<file path="src/rtl/bf16_acc_issuer_if.sv">
// Core-side request/response handshake bundle for the BF16 accelerator issuer.
// The core drives the master side; the issuer uses the slave side.
interface bf16_acc_issuer_if #(
  parameter int TAG_W = 4
);
  logic             req_valid;
  logic             req_ready;
  logic [3:0]       req_op;
  logic [31:0]      req_a;
  logic [31:0]      req_b;
  logic [31:0]      req_c;
  logic [TAG_W-1:0] req_tag;
  logic             rsp_valid;
  logic             rsp_ready;
  logic [31:0]      rsp_result;
  logic [31:0]      rsp_fpcsr;
  logic [TAG_W-1:0] rsp_tag;
  logic             rsp_error;

  modport master (
    output req_valid, req_op, req_a, req_b, req_c, req_tag, rsp_ready,
    input  req_ready, rsp_valid, rsp_result, rsp_fpcsr, rsp_tag, rsp_error
  );

  modport slave (
    input  req_valid, req_op, req_a, req_b, req_c, req_tag, rsp_ready,
    output req_ready, rsp_valid, rsp_result, rsp_fpcsr, rsp_tag, rsp_error
  );
endinterface

</file>
<file path="src/rtl/bf16_acc_issuer.sv">
// Request-side controller for bf16_accelerator_top: drives one operation for a
// fixed window, samples the outcome, returns a tagged response, keeps sticky flags.
module bf16_acc_issuer #(
  parameter int RESULT_LAT = 2,
  parameter int TAG_W      = 4
) (
  input  logic          clk,
  input  logic          reset,
  bf16_acc_issuer_if.slave core,
  output logic          acc_enable,
  output logic [31:0]   acc_operand_a,
  output logic [31:0]   acc_operand_b,
  output logic [31:0]   acc_operand_c,
  output logic [3:0]    acc_operation,
  input  logic [31:0]   acc_result,
  input  logic [31:0]   acc_fpcsr,
  input  logic          acc_valid,
  output logic [4:0]    fflags,
  input  logic          fflags_clr,
  output logic          busy
);

  typedef enum logic [1:0] {
    IDLE  = 2'd0,
    ISSUE = 2'd1,
    RESP  = 2'd2
  } state_t;

  state_t           state_r;
  state_t           state_nxt_s;
  logic [3:0]       cnt_r;
  logic             acc_enable_r;
  logic [31:0]      op_a_r;
  logic [31:0]      op_b_r;
  logic [31:0]      op_c_r;
  logic [3:0]       operation_r;
  logic             rsp_valid_r;
  logic [31:0]      rsp_result_r;
  logic [31:0]      rsp_fpcsr_r;
  logic [TAG_W-1:0] rsp_tag_r;
  logic             rsp_error_r;
  logic [4:0]       fflags_r;
  logic             legal_op_s;
  logic             accept_s;
  logic             sample_s;
  logic             rsp_done_s;
  logic             req_ready_s;
  logic             busy_s;
  logic             flag_update_s;

  assign legal_op_s = (core.req_op <= 4'b1010);

  // State register
  always_ff @(posedge clk or posedge reset) begin
    if (reset) begin
      state_r <= IDLE;
    end else begin
      state_r <= state_nxt_s;
    end
  end

  // Next-state decode
  always_comb begin
    state_nxt_s = state_r;
    case (state_r)
      IDLE: begin
        if (core.req_valid) begin
          state_nxt_s = legal_op_s ? ISSUE : RESP;
        end else begin
          state_nxt_s = IDLE;
        end
      end
      ISSUE: begin
        if (cnt_r == 4'd0) begin
          state_nxt_s = RESP;
        end else begin
          state_nxt_s = ISSUE;
        end
      end
      RESP: begin
        if (core.rsp_ready) begin
          state_nxt_s = IDLE;
        end else begin
          state_nxt_s = RESP;
        end
      end
      default: state_nxt_s = IDLE;
    endcase
  end

  // State-decoded strobes and the two combinational outputs
  always_comb begin
    req_ready_s = (state_r == IDLE);
    busy_s      = (state_r != IDLE);
    accept_s    = (state_r == IDLE) && core.req_valid;
    sample_s    = (state_r == ISSUE) && (cnt_r == 4'd0);
    rsp_done_s  = (state_r == RESP) && core.rsp_ready;
  end

  // Issue window and response capture; operands keep their last value outside ISSUE
  always_ff @(posedge clk or posedge reset) begin
    if (reset) begin
      cnt_r        <= 4'd0;
      acc_enable_r <= 1'b0;
      op_a_r       <= 32'd0;
      op_b_r       <= 32'd0;
      op_c_r       <= 32'd0;
      operation_r  <= 4'd0;
      rsp_valid_r  <= 1'b0;
      rsp_result_r <= 32'd0;
      rsp_fpcsr_r  <= 32'd0;
      rsp_tag_r    <= '0;
      rsp_error_r  <= 1'b0;
    end else if (accept_s) begin
      rsp_tag_r <= core.req_tag;
      if (legal_op_s) begin
        cnt_r        <= 4'(RESULT_LAT - 1);
        acc_enable_r <= 1'b1;
        op_a_r       <= core.req_a;
        op_b_r       <= core.req_b;
        op_c_r       <= core.req_c;
        operation_r  <= core.req_op;
      end else begin
        rsp_valid_r  <= 1'b1;
        rsp_error_r  <= 1'b1;
        rsp_result_r <= 32'd0;
        rsp_fpcsr_r  <= 32'd0;
      end
    end else if (sample_s) begin
      acc_enable_r <= 1'b0;
      rsp_valid_r  <= 1'b1;
      rsp_error_r  <= !acc_valid;
      rsp_result_r <= acc_valid ? acc_result : 32'd0;
      rsp_fpcsr_r  <= acc_valid ? acc_fpcsr : 32'd0;
    end else if (state_r == ISSUE) begin
      cnt_r <= cnt_r - 4'd1;
    end else if (rsp_done_s) begin
      rsp_valid_r <= 1'b0;
    end else begin
      rsp_valid_r <= rsp_valid_r;
    end
  end

  assign flag_update_s = sample_s && acc_valid;

  // Sticky flags: a same-cycle clear still keeps the completing operation's flags
  always_ff @(posedge clk or posedge reset) begin
    if (reset) begin
      fflags_r <= 5'd0;
    end else if (flag_update_s) begin
      fflags_r <= (fflags_clr ? 5'd0 : fflags_r) | acc_fpcsr[4:0];
    end else if (fflags_clr) begin
      fflags_r <= 5'd0;
    end else begin
      fflags_r <= fflags_r;
    end
  end

  assign core.req_ready  = req_ready_s;
  assign core.rsp_valid  = rsp_valid_r;
  assign core.rsp_result = rsp_result_r;
  assign core.rsp_fpcsr  = rsp_fpcsr_r;
  assign core.rsp_tag    = rsp_tag_r;
  assign core.rsp_error  = rsp_error_r;
  assign acc_enable      = acc_enable_r;
  assign acc_operand_a   = op_a_r;
  assign acc_operand_b   = op_b_r;
  assign acc_operand_c   = op_c_r;
  assign acc_operation   = operation_r;
  assign fflags          = fflags_r;
  assign busy            = busy_s;

endmodule

</file>
<file path="src/flat_wrapper.sv">
// flat-port wrapper written by rule: the top's interface ports become plain ports
module bf16_acc_issuer_flat 
#(
  parameter int RESULT_LAT = 2,
  parameter int TAG_W      = 4
)
  (clk, reset, acc_enable, acc_operand_a, acc_operand_b, acc_operand_c, acc_operation, acc_result, acc_fpcsr, acc_valid, fflags, fflags_clr, busy, core_req_valid, core_req_op, core_req_a, core_req_b, core_req_c, core_req_tag, core_rsp_ready, core_req_ready, core_rsp_valid, core_rsp_result, core_rsp_fpcsr, core_rsp_tag, core_rsp_error);
  bf16_acc_issuer_if #(.TAG_W(TAG_W)) core_i ();
  input  logic clk;
  input  logic reset;
  output logic acc_enable;
  output logic [31:0] acc_operand_a;
  output logic [31:0] acc_operand_b;
  output logic [31:0] acc_operand_c;
  output logic [3:0] acc_operation;
  input  logic [31:0] acc_result;
  input  logic [31:0] acc_fpcsr;
  input  logic acc_valid;
  output logic [4:0] fflags;
  input  logic fflags_clr;
  output logic busy;
  input wire logic [$bits(core_i.req_valid)-1:0] core_req_valid;
  input wire logic [$bits(core_i.req_op)-1:0] core_req_op;
  input wire logic [$bits(core_i.req_a)-1:0] core_req_a;
  input wire logic [$bits(core_i.req_b)-1:0] core_req_b;
  input wire logic [$bits(core_i.req_c)-1:0] core_req_c;
  input wire logic [$bits(core_i.req_tag)-1:0] core_req_tag;
  input wire logic [$bits(core_i.rsp_ready)-1:0] core_rsp_ready;
  output wire logic [$bits(core_i.req_ready)-1:0] core_req_ready;
  output wire logic [$bits(core_i.rsp_valid)-1:0] core_rsp_valid;
  output wire logic [$bits(core_i.rsp_result)-1:0] core_rsp_result;
  output wire logic [$bits(core_i.rsp_fpcsr)-1:0] core_rsp_fpcsr;
  output wire logic [$bits(core_i.rsp_tag)-1:0] core_rsp_tag;
  output wire logic [$bits(core_i.rsp_error)-1:0] core_rsp_error;
  assign core_i.req_valid = core_req_valid;
  assign core_i.req_op = core_req_op;
  assign core_i.req_a = core_req_a;
  assign core_i.req_b = core_req_b;
  assign core_i.req_c = core_req_c;
  assign core_i.req_tag = core_req_tag;
  assign core_i.rsp_ready = core_rsp_ready;
  assign core_req_ready = core_i.req_ready;
  assign core_rsp_valid = core_i.rsp_valid;
  assign core_rsp_result = core_i.rsp_result;
  assign core_rsp_fpcsr = core_i.rsp_fpcsr;
  assign core_rsp_tag = core_i.rsp_tag;
  assign core_rsp_error = core_i.rsp_error;
  bf16_acc_issuer #(.RESULT_LAT(RESULT_LAT), .TAG_W(TAG_W)) u_core (.clk(clk), .reset(reset), .core(core_i), .acc_enable(acc_enable), .acc_operand_a(acc_operand_a), .acc_operand_b(acc_operand_b), .acc_operand_c(acc_operand_c), .acc_operation(acc_operation), .acc_result(acc_result), .acc_fpcsr(acc_fpcsr), .acc_valid(acc_valid), .fflags(fflags), .fflags_clr(fflags_clr), .busy(busy));
endmodule
</file>
<file path="config.mk">
export PLATFORM = sky130hd
export DESIGN_NAME = bf16_acc_issuer_flat
export DESIGN_NICKNAME = d
export VERILOG_FILES = /design/src/rtl/bf16_acc_issuer_if.sv /design/src/rtl/bf16_acc_issuer.sv /design/src/flat_wrapper.sv
export SDC_FILE = /design/constraint.sdc
export NUM_CORES = 1
export LEC_CHECK = 0
export ABC_AREA = 1
export CORE_ASPECT_RATIO = 0.8
export CORE_MARGIN = 1.5
export CORE_UTILIZATION = 37
export DETAILED_ROUTE_END_ITERATION = 16
export PLACE_DENSITY = 0.75
export RECOVER_POWER = 25
export SYNTH_ARGS = -nofsm -noshare
export SYNTH_HDL_FRONTEND = slang
export SYNTH_SLANG_ARGS = --single-unit
export TNS_END_PERCENT = 10
</file>
<file path="constraint.sdc">
create_clock -name clk -period 6.1 [get_ports clk]
set_clock_uncertainty 0.2 [all_clocks]
set_input_delay 0.61 -clock clk [delete_from_list [all_inputs] [get_ports clk]]
set_output_delay 0.61 -clock clk [all_outputs]
set_load 0.01 [all_outputs]
</file>
After elaboration in Yosys (flattened, before gate mapping)
Cells that the tools add are included.
- register bits after elaboration: 182
- input bits: 174
- $add $sub $neg: 1
- $lt $le $gt $ge: 1
- equal/unequal tests: 6
- mux-type cells: 28
- bitwise gates (word level): 1
- reductions and logical operators: 16
- operator list (cell ; number):
    $mux 32 ; 7
    $mux 4 ; 4
    $mux 1 ; 10
    $mux 5 ; 2
    $mux 2 ; 4
    $pmux 2 s3 ; 1
    $reduce_and 2->1 ; 3
    $reduce_and 3->1 ; 2
    $reduce_bool 2->1 ; 3
    $or 5x5->5 ; 1
    $le 4x4->1 const B ; 1
    $logic_and 1x1->1 ; 4
    $logic_not 4->1 ; 1
    $ne 2x1->1 const B ; 2
    $sub 4x1->4 const B ; 1
    $ne 3x1->1 const B ; 1
    $reduce_bool 3->1 ; 1
    $eq 2x1->1 const B ; 1
    $eq 2x2->1 const B ; 1
    $logic_not 2->1 ; 1
    $ne 2x2->1 const B ; 1
    $logic_not 1->1 ; 1

Longest topological paths before layout
Gate-level depths: netlist of the first run.
- word-level depth: 6
- depth in mapped cells: 9
- gate-level depth less buffers: 7

Worst setup path before layout of the first run
OpenSTA, ideal clock, no wires.
- kind: input to register
- start point: input port core_req_valid
- end point: register u_core.rsp_fpcsr_r[31], in the netlist u_core.core.rsp_fpcsr[31]
- library setup time: 0.117 ns
- arrival time: 1.352 ns
- data required time: 5.783 ns
- path slack: 4.432 ns
- stages: 8
- buffers on the path: 2
- path through: inv_1 nor2_8 nand2_2 nand2_2 buf_6 buf_6 nand2_2 nand2_1
- word-level cells in the longest chain between the ends: 3
- RTL lines (item ; line ; text):
    start: declaration ; flat_wrapper.sv:22 ; input wire logic [$bits(core_i.req_valid)-1:0] core_req_valid;
    $logic_and 1x1->1 (*) ; bf16_acc_issuer.sv:95 ; accept_s = (state_r == IDLE) && core.req_valid;
    $ne 2x2->1 (no source line) or $reduce_bool 2->1 (tied branches) ; - ;
    $reduce_and 2->1 (no source line) ; - ;
    end signal: assignment ; bf16_acc_issuer.sv:134 ; rsp_fpcsr_r <= acc_valid ? acc_fpcsr : 32'd0;
    end: declaration ; bf16_acc_issuer.sv:39 ; logic [31:0] rsp_fpcsr_r;
Every way passes the cells marked *; elsewhere a longest branch is shown, timed or not.
A chain may end at the register's enable or synchronous reset.

==> results.txt, run 1 <==
* Worst EP arrival: 3.74 ns
- Signed area change from the synthesized netlist to the final layout: 58.1%
- Slowest cell on the critical path: sky130_fd_sc_hd__clkinvlp_4
* Average wire per standard cell: 16.0 um
- Period utilisation layout: 0.570
- The Yosys step of the flow raised 0 warnings.
- Maximum number of pins on one net before global-route repair: 125
- The tool flagged a number of max-cap violations equal to 1.
- Across the VDD grid, the largest voltage drop is 273 uV.
- Antenna violations before repair: 0
- Setup repair after global routing left no endpoint under its margin.
* Post-DR vias/cell: 4.78
* Via count of the first global-routing pass: 6557
* Start point of the worst min-delay path: u_core.core.rsp_fpcsr[24]$_DFFE_PP0P_
* Post-synthesis instance area: 0.00728 mm2
- In this run, CTS created clock tree buffers numbering 17.
- Fmax: 287 MHz
* Fraction of the yosys area taken by sequential cells: 0.625
- Wires add up to 22.4 mm.
- The top cell types in the final layout, fill and taps aside, are 359 x sky130_fd_sc_hd__nand2_1, 337 x sky130_fd_sc_hd__clkdlybuf4s50_1, 182 x sky130_fd_sc_hd__dfrtp_1.
- Residual DRC: 0
* Number of setup violations in the final report: 0
* Total vias in the final route: 6704
* Initial core utilization: 0.380
* Root cell of the clock tree: sky130_fd_sc_hd__clkbuf_16
- In the final layout, the share of cells above drive strength 1 is 0.0533.
- After synthesis, the mean cell area works out to 9.01 um2.
- In this run the static leakage power is 5.67 nW.
- Routability-driven placement finished with a final weighted congestion of 0.842.
* Max Transition Viols Final: 125
- Once the clock tree was built, the setup fixing pass inserted 0 buffers.
- Total inserted antenna cells: 0
- Kind of cell adding the most delay to the critical path: buffers and inverters
- TritonCTS clock tree: yes
* Capture point of the worst reg-to-reg path: u_core.core.rsp_result[19]$_DFFE_PP0P_
* Clock network latency to the later pin of the worst-skew pair: 0.41 ns
- Measured along the y axis, the die boundary spans 128 um.
- For the pin with the worst max-slew slack, the measured transition is 2.66 ns.
- Violated checks: max-capacitance violations, max-slew violations
- IO Port Bufs: 351
- In this run the register-to-register setup slack is 3.49 ns.
* Cells after Synth: 808
- In this run the critical register-to-register path is launched from u_core.state_r[0]$_DFF_PP0_.
- Hold-fix buffer count after cts: 0
- Synthesized net count: 984
- Post-route setup TNS: 0 ns
- Once layout is complete, the utilization of the core stands at 0.602.
- Worst Setup SP: reset
* Power per standard cell area: 473 mW/mm2
- Clk sinks: 182
- Total Die Area: 0.0205 mm2
* Io pins: 352
- Of all nets on the critical path, the largest fanout is 124.
- Maximum root-to-sink buffer count: 2
- STA classifies the critical path startpoint as an input pin.
- GRT Resource Usage Total: 0.219
- Clk pin slew, worst setup/hold paths: 0.06 ns
- Synthesis instantiated 20 different standard cells from the library.
* Series of cell instances along the critical path: dlygate4sd3_1, clkinvlp_4, buf_4
* Synthesized flop and latch total: 182
* Total count of hold-check failures in the final report: 0
* Most common cell after layout, fill and taps aside: sky130_fd_sc_hd__nand2_1
- Measured against its own limit, the worst slew margin works out to -0.774.
- The first global-routing pass estimated 35.3 mm of wire.
* Status: complete, but fails checks
* Worst-case hold path end point: u_core.core.rsp_fpcsr[24]$_DFFE_PP0P_
- Measured along the x axis, the die boundary spans 160 um.
- Required time reported for the critical path endpoint: 6.36 ns
- The worst setup path is of the input pin to asynchronous set/reset pin kind.
* WP buf/inv: 3
- 1st-pass router iterations: 5
* Shortest clock period the worst path allows after layout: 3.48 ns
- Gates resized during post-CTS repair numbered 0.
* Total congestion overflow after global routing: 0
- The region available for standard cell placement spans 0.0191 mm2.
- The detail route stage leaves a number of antenna-violating nets equal to 0.
- Number of H-tree levels: 4
- Largest incremental delay on the critical path: 1.58 ns
- Cell Rows: 45
- Number of violations reported at the end of detailed-routing iteration 0: 547
- Final #Nets: 1309
- The worst hold path belongs to the class flip-flop to flip-flop.
- Hold Path Stages: 2
- Cell depth of the worst flop-to-flop path: 8
* Type of destination of the critical path: asynchronous set/reset pin
- Post-DP HPWL: 15.3 mm
-- worst reg2reg max path, delay by kind of cell (launching register included) --
kind / cells / cell delay, ns
buf+inv: 2 / 0.47
flops: 1 / 0.42
simple gates: 6 / 1.45
-- layout make-up --
type | count | area [um2]
Clock buffer | 18 | 429
Fill cell | 1682 | 7630
Multi-Input combinational cell | 561 | 2420
Inverter | 12 | 48.8
Clock inverter | 13 | 169
Sequential cell | 182 | 4550
Tap cell | 258 | 323
Timing Repair Buffer | 359 | 3570
-- through the flow --
stage / std cells / area (um2) / setup slack [ns] / hold slack [ns] / total power, mW
after floorplan: 808 / 7280 / 0.346 / 0.266 / 3.03
after global placement: 1372 / 10900 / 2.87 / 0.253 / 4.32
after detailed placement: 1372 / 10900 / 2.83 / 0.258 / 4.36
after CTS: 1403 / 11500 / 3.25 / 0.274 / 5.53
after global routing: 1403 / 11500 / 2.07 / 0.294 / 5.82
final: 1403 / 11500 / 2.62 / 0.268 / 5.45
-- where the power goes --
part / internal (mW) / leakage (nW) / switching [mW]
registers: 1.71 / 2.35 / 0.287
logic: 1.17 / 3.04 / 1.15
clock network: 0.650 / 0.280 / 0.483
total: 3.53 / 5.67 / 1.92
-- flip-flops by register name, indices dropped and copies added, names as in the netlist --
register	flops
u_core.state_r	2
u_core.fflags	5
u_core.core.rsp_tag	4
u_core.core.rsp_valid	1
u_core.acc_operand_c	32
u_core.acc_operand_a	32
u_core.cnt_r	4
u_core.acc_enable	1
u_core.acc_operation	4
u_core.acc_operand_b	32
u_core.core.rsp_fpcsr	32
u_core.core.rsp_result	32
u_core.core.rsp_error	1
-- worst max-delay path by stage --
stage | endpoint | slack (ns) | cells past startpoint
4_1_cts | u_core.core.rsp_result[19]$_DFFE_PP0P_ | 3.25 | 8
3_3_place_gp | u_core.core.rsp_fpcsr[29]$_DFFE_PP0P_ | 2.87 | 8
5_1_grt | u_core.acc_operand_a[4]$_DFFE_PP0P_ | 2.07 | 3
3_5_place_dp | u_core.core.rsp_result[19]$_DFFE_PP0P_ | 2.83 | 8
6_report | u_core.acc_operand_b[4]$_DFFE_PP0P_ | 2.62 | 3
2_1_floorplan | u_core.acc_enable$_DFFE_PP0P_ | 0.35 | 1
-- logic make-up (layout without fill, tap and decap cells) --
kind of cell             Yosys count  in the layout  synth area share
flip-flops                       182            182             0.625
buffers and inverters             65            402            0.0436
XOR/XNOR                           1              1           0.00120
adder cells (fa/ha/maj)            2              2           0.00344
AND/OR/NAND/NOR                  554            554             0.323
AO/OA/AOI/OAI                      4              4           0.00344
-- layer usage --
layer,vias to the layer above,global-route usage,wire length (um)
li1,3219,-,-
met5,-,0,0
met4,0,0.0583,345
met2,249,0.362,10800
met3,24,0.0864,2080
met1,3212,0.269,9220
-- cells in the mapped netlist --
cell	number	area, um2
sky130_fd_sc_hd__o211ai_1	1	7.51
sky130_fd_sc_hd__buf_4	4	30.0
sky130_fd_sc_hd__nand3_1	169	846
sky130_fd_sc_hd__nand2_4	1	11.3
sky130_fd_sc_hd__inv_1	9	33.8
sky130_fd_sc_hd__buf_1	8	30.0
sky130_fd_sc_hd__o31ai_1	1	7.51
sky130_fd_sc_hd__buf_2	17	85.1
sky130_fd_sc_hd__nand2_1	360	1350
sky130_fd_sc_hd__inv_2	3	11.3
sky130_fd_sc_hd__nand2_2	14	87.6
sky130_fd_sc_hd__o21ai_0	2	10.0
sky130_fd_sc_hd__buf_6	5	56.3
sky130_fd_sc_hd__dfrtp_1	182	4550
sky130_fd_sc_hd__clkbuf_1	19	71.3
sky130_fd_sc_hd__nor2_1	8	30.0
sky130_fd_sc_hd__nor2_8	1	20.0
sky130_fd_sc_hd__ha_1	2	25.0
sky130_fd_sc_hd__xor2_1	1	8.76
sky130_fd_sc_hd__nor2_2	1	6.26
Power figures use the tool's default switching activity.
==> run 2: changes to the inputs <==
--- a/config.mk
+++ b/config.mk
@@ -8,9 +8,9 @@
 export ABC_AREA = 1
 export CORE_ASPECT_RATIO = 0.8
 export CORE_MARGIN = 1.5
-export CORE_UTILIZATION = 37
+export CORE_UTILIZATION = 41
 export DETAILED_ROUTE_END_ITERATION = 16
-export PLACE_DENSITY = 0.75
+export PLACE_DENSITY = 0.79
 export RECOVER_POWER = 25
 export SYNTH_ARGS = -nofsm -noshare
 export SYNTH_HDL_FRONTEND = slang
==> constraint.sdc (replaced) <==
create_clock -name clk -period 3.5 [get_ports clk]
set_clock_uncertainty 0.2 [all_clocks]
set_input_delay 0.35 -clock clk [delete_from_list [all_inputs] [get_ports clk]]
set_output_delay 0.35 -clock clk [all_outputs]
set_load 0.01 [all_outputs]
==> run 2 against run 1 <==
Effect of this change:
- the flow still finishes with violations (max-capacitance violations, max-slew violations)
- non-clock buffer count is 3 higher
- power is 76% higher
- final cell count shrank 2.1%
- hold slack got worse by 0.0089 ns
- critical path depth stayed put
- global-route usage grew 2.4 points
- sequential share of layout area down 0.14 points
- via count shrank 0.57%
- routed wire length up 1.0%
- highest routed layer unchanged
==> results.txt, run 2 (same netlist as run 1, synthesis figures left out) <==
- The number of nets in the final layout was 1312 (was 1309).
- Status: complete, but fails checks (unchanged).
- Worst-Margin Slew: 1.69 ns (was 2.66 ns)
- Clock buffer count from CTS: 17 (unchanged)
* Count of antenna-violating nets left after detailed routing: 0 (unchanged)
* Required time reported for the critical path endpoint: 3.72 ns (was 6.36 ns)
- Switching share of total power: 0.353 (about the same)
- The total inserted antenna cells came to 0 (unchanged).
* Residual DRC: 0 (unchanged)
- GRT Resource Usage Total: 0.243 (was 0.219)
* Clk sinks: 182 (unchanged)
- The number of antenna violations at the first check in global routing came to 0 (unchanged).
* Int Power: 6.19 mW (was 3.53 mW)
- The cell area power density came to 828 mW/mm2 (was 473 mW/mm2).
- Clk pin slew, worst setup/hold paths: 0.07 ns (was 0.06 ns)
- The cell at the root of the clock tree is sky130_fd_sc_hd__clkbuf_16 (unchanged).
* Clock network latency to the later pin of the worst-skew pair: 0.42 ns (was 0.41 ns)
* Core box area: 0.0174 mm2 (was 0.0191 mm2)
- Max Transition Viols Final: 35 (was 125)
- The ratio of routed vias to standard cells is 4.85 (was 4.78).
* Reported max-cap violation count: 1 (unchanged)
* Startpoint type of the worst setup path: input pin (unchanged)
- The hold buffer count at CTS was 0 (unchanged).
- Total congestion overflow after global routing: 0 (unchanged)
- The die outline area was 0.0186 mm2 (was 0.0205 mm2).
* Fmax: 391 MHz
- The post-route setup TNS came to 0 ns (unchanged).
- The total number of placement rows was 43 (was 45).
* Total count of hold-check failures in the final report: 0 (unchanged)
- Fillers: 1338 (was 1682)
* Area occupied by multi-input gates: 0.00242 mm2 (about the same)
* Commonest cells after routing, fill and taps aside: 360 x sky130_fd_sc_hd__nand2_1, 349 x sky130_fd_sc_hd__clkdlybuf4s50_1, 182 x sky130_fd_sc_hd__dfrtp_1 (was 359 x sky130_fd_sc_hd__nand2_1, 337 x sky130_fd_sc_hd__clkdlybuf4s50_1, 182 x sky130_fd_sc_hd__dfrtp_1)
* Signed area change from the synthesized netlist to the final layout: 58.7% (was 58.1%)
- Violated checks: max-capacitance violations, max-slew violations (unchanged)
* Seq pwr share: 0.365 (was 0.366)
- Final estimated routing congestion in global placement: 0.814 (was 0.842)
- The number of detailed-route iterations in the first pass is 6 (was 5).
- Average wire per standard cell: 16.5 um (was 16.0 um)
- Total vias in the final route: 6666 (was 6704)
* Type of destination of the critical path: asynchronous set/reset pin (unchanged)
* Setup slack on the worst flop-to-flop path: 1.21 ns (was 3.49 ns)
- TritonCTS clock tree: yes (unchanged)
* Number of H-tree levels: 4 (unchanged)
* P_sw: 3.37 mW (was 1.92 mW)
* IO Port Bufs: 351 (unchanged)
* Largest voltage drop on the vdd net: 441 uV (was 273 uV)
- The total leakage power was 5.68 nW (was 5.67 nW).
- Global-route wire length before repair: 35.0 mm (was 35.3 mm)
* Post-CTS setup buffer count: 0 (unchanged)
- Relative slew slack: -0.130 (was -0.774)
- Number of setup violations in the final report: 0 (unchanged)
* Floorplan die height: 122 um (was 128 um)
* Initial core utilization: 0.419 (was 0.380)
- Maximum number of pins on one net before global-route repair: 106 (was 125)
- Number of violations reported at the end of detailed-routing iteration 0: 414 (was 547)
- The number of buffers on the longest clock path is 2 (unchanged).
* Fin util: 0.665 (was 0.602)
* Io pins: 352 (unchanged)
- The flip-flop and latch area is 0.00455 mm2 (unchanged).
- The worst min-delay path category is input pin to flip-flop (was flip-flop to flip-flop).
* Post-DP HPWL: 15.7 mm (was 15.3 mm)
- The clock group share of total power came to 0.206 (was 0.208).
- The type of the setup path with the least slack was input pin to asynchronous set/reset pin (unchanged).
* Die extent in x: 152 um (was 160 um)
- WL final: 22.6 mm (was 22.4 mm)
* Most common cell after layout, fill and taps aside: sky130_fd_sc_hd__nand2_1 (unchanged)
- Worst EP arrival: 2.78 ns (was 3.74 ns)
* CTS-repair resized insts: 0 (unchanged)
- Gate power share: 0.429 (was 0.427)
* Setup repair after global routing missed its margin: false (unchanged)
- Fraction of final layout cells sized beyond drive strength 1: 0.0557 (was 0.0533)
- Of the available clock period, the critical path in the final layout requires 0.730.
* Total power consumption of the routed design: 9.56 mW (was 5.45 mW)
- Largest fanout on the critical path: 36 (was 124)
- Via count of the first global-routing pass: 6392 (was 6557)
- Counting I/O delays and the setup requirement, the final critical path takes 2.56 ns.
run 2: changes by cell type in the layout (fill, tap and decap cells not counted), moves of 2 or more:
cell / change
sky130_fd_sc_hd__clkbuf_8: +3
sky130_fd_sc_hd__dlygate4sd3_1: -12
sky130_fd_sc_hd__buf_4: -3
sky130_fd_sc_hd__buf_12: +5
sky130_fd_sc_hd__clkdlybuf4s50_1: +12
sky130_fd_sc_hd__inv_6: -2
run 2: critical path, cell delays in order:
cell                            delay (ns)
sky130_fd_sc_hd__dlygate4sd3_1        0.55
sky130_fd_sc_hd__clkinvlp_2           0.98
sky130_fd_sc_hd__clkbuf_2             0.86
run 2: layout make-up:
class                      instances  share of cell area
inverter                          12             0.00401
sequential                       182               0.394
tap                              225              0.0244
clock inverter                    11              0.0118
timing repair buffer             362               0.316
clock buffer                      21              0.0407
multi-input combinational        561               0.209
run 2: path summary, 6_finish.rpt:
kind	cells after the start	endpoint	start
worst min-delay path	3	u_core.core.rsp_tag[3]$_DFFE_PP0P_	core_req_tag[3]
min in group asynchronous	2	u_core.acc_operand_c[14]$_DFFE_PP0P_	reset
max in group clk	9	u_core.core.rsp_fpcsr[8]$_DFFE_PP0P_	core_req_op[2]
worst max-delay path	3	u_core.state_r[0]$_DFF_PP0_	reset
worst min register to register	2	u_core.acc_operand_c[18]$_DFFE_PP0P_	u_core.acc_operand_c[18]$_DFFE_PP0P_
worst max register to register	7	u_core.core.rsp_fpcsr[11]$_DFFE_PP0P_	u_core.cnt_r[0]$_DFFE_PP0P_
run 2: per-stage QoR:
| stage | hold WS, ns | area (um2) | setup slack, ns | instances |
|---|---|---|---|---|
| global route | 0.268 | 11600 | 0.548 | 1374 |
| global placement | 0.252 | 11000 | 1.13 | 1342 |
| CTS | 0.244 | 11600 | 1.20 | 1374 |
| detailed placement | 0.257 | 11000 | 1.08 | 1342 |
| finish | 0.260 | 11600 | 0.944 | 1374 |
| floorplan | 0.260 | 7290 | 0.613 | 808 |
run 2: power groups by stage:
stage	logic (mW)	clock network [mW]	registers (mW)
after floorplan	1.42	0	3.85
after CTS	4.16	2.00	3.49
after global placement	4.08	0	3.48
after detailed placement	4.16	0	3.49
after global routing	4.47	2.09	3.59
final	4.11	1.97	3.49
run 2: per-layer routing:
layer	global-route usage	up-vias	wire length, um
met5	0	-	0
met4	0.0576	0	185
met3	0.0960	13	1970
li1	-	3228	-
met1	0.291	3175	9100
met2	0.415	250	11400
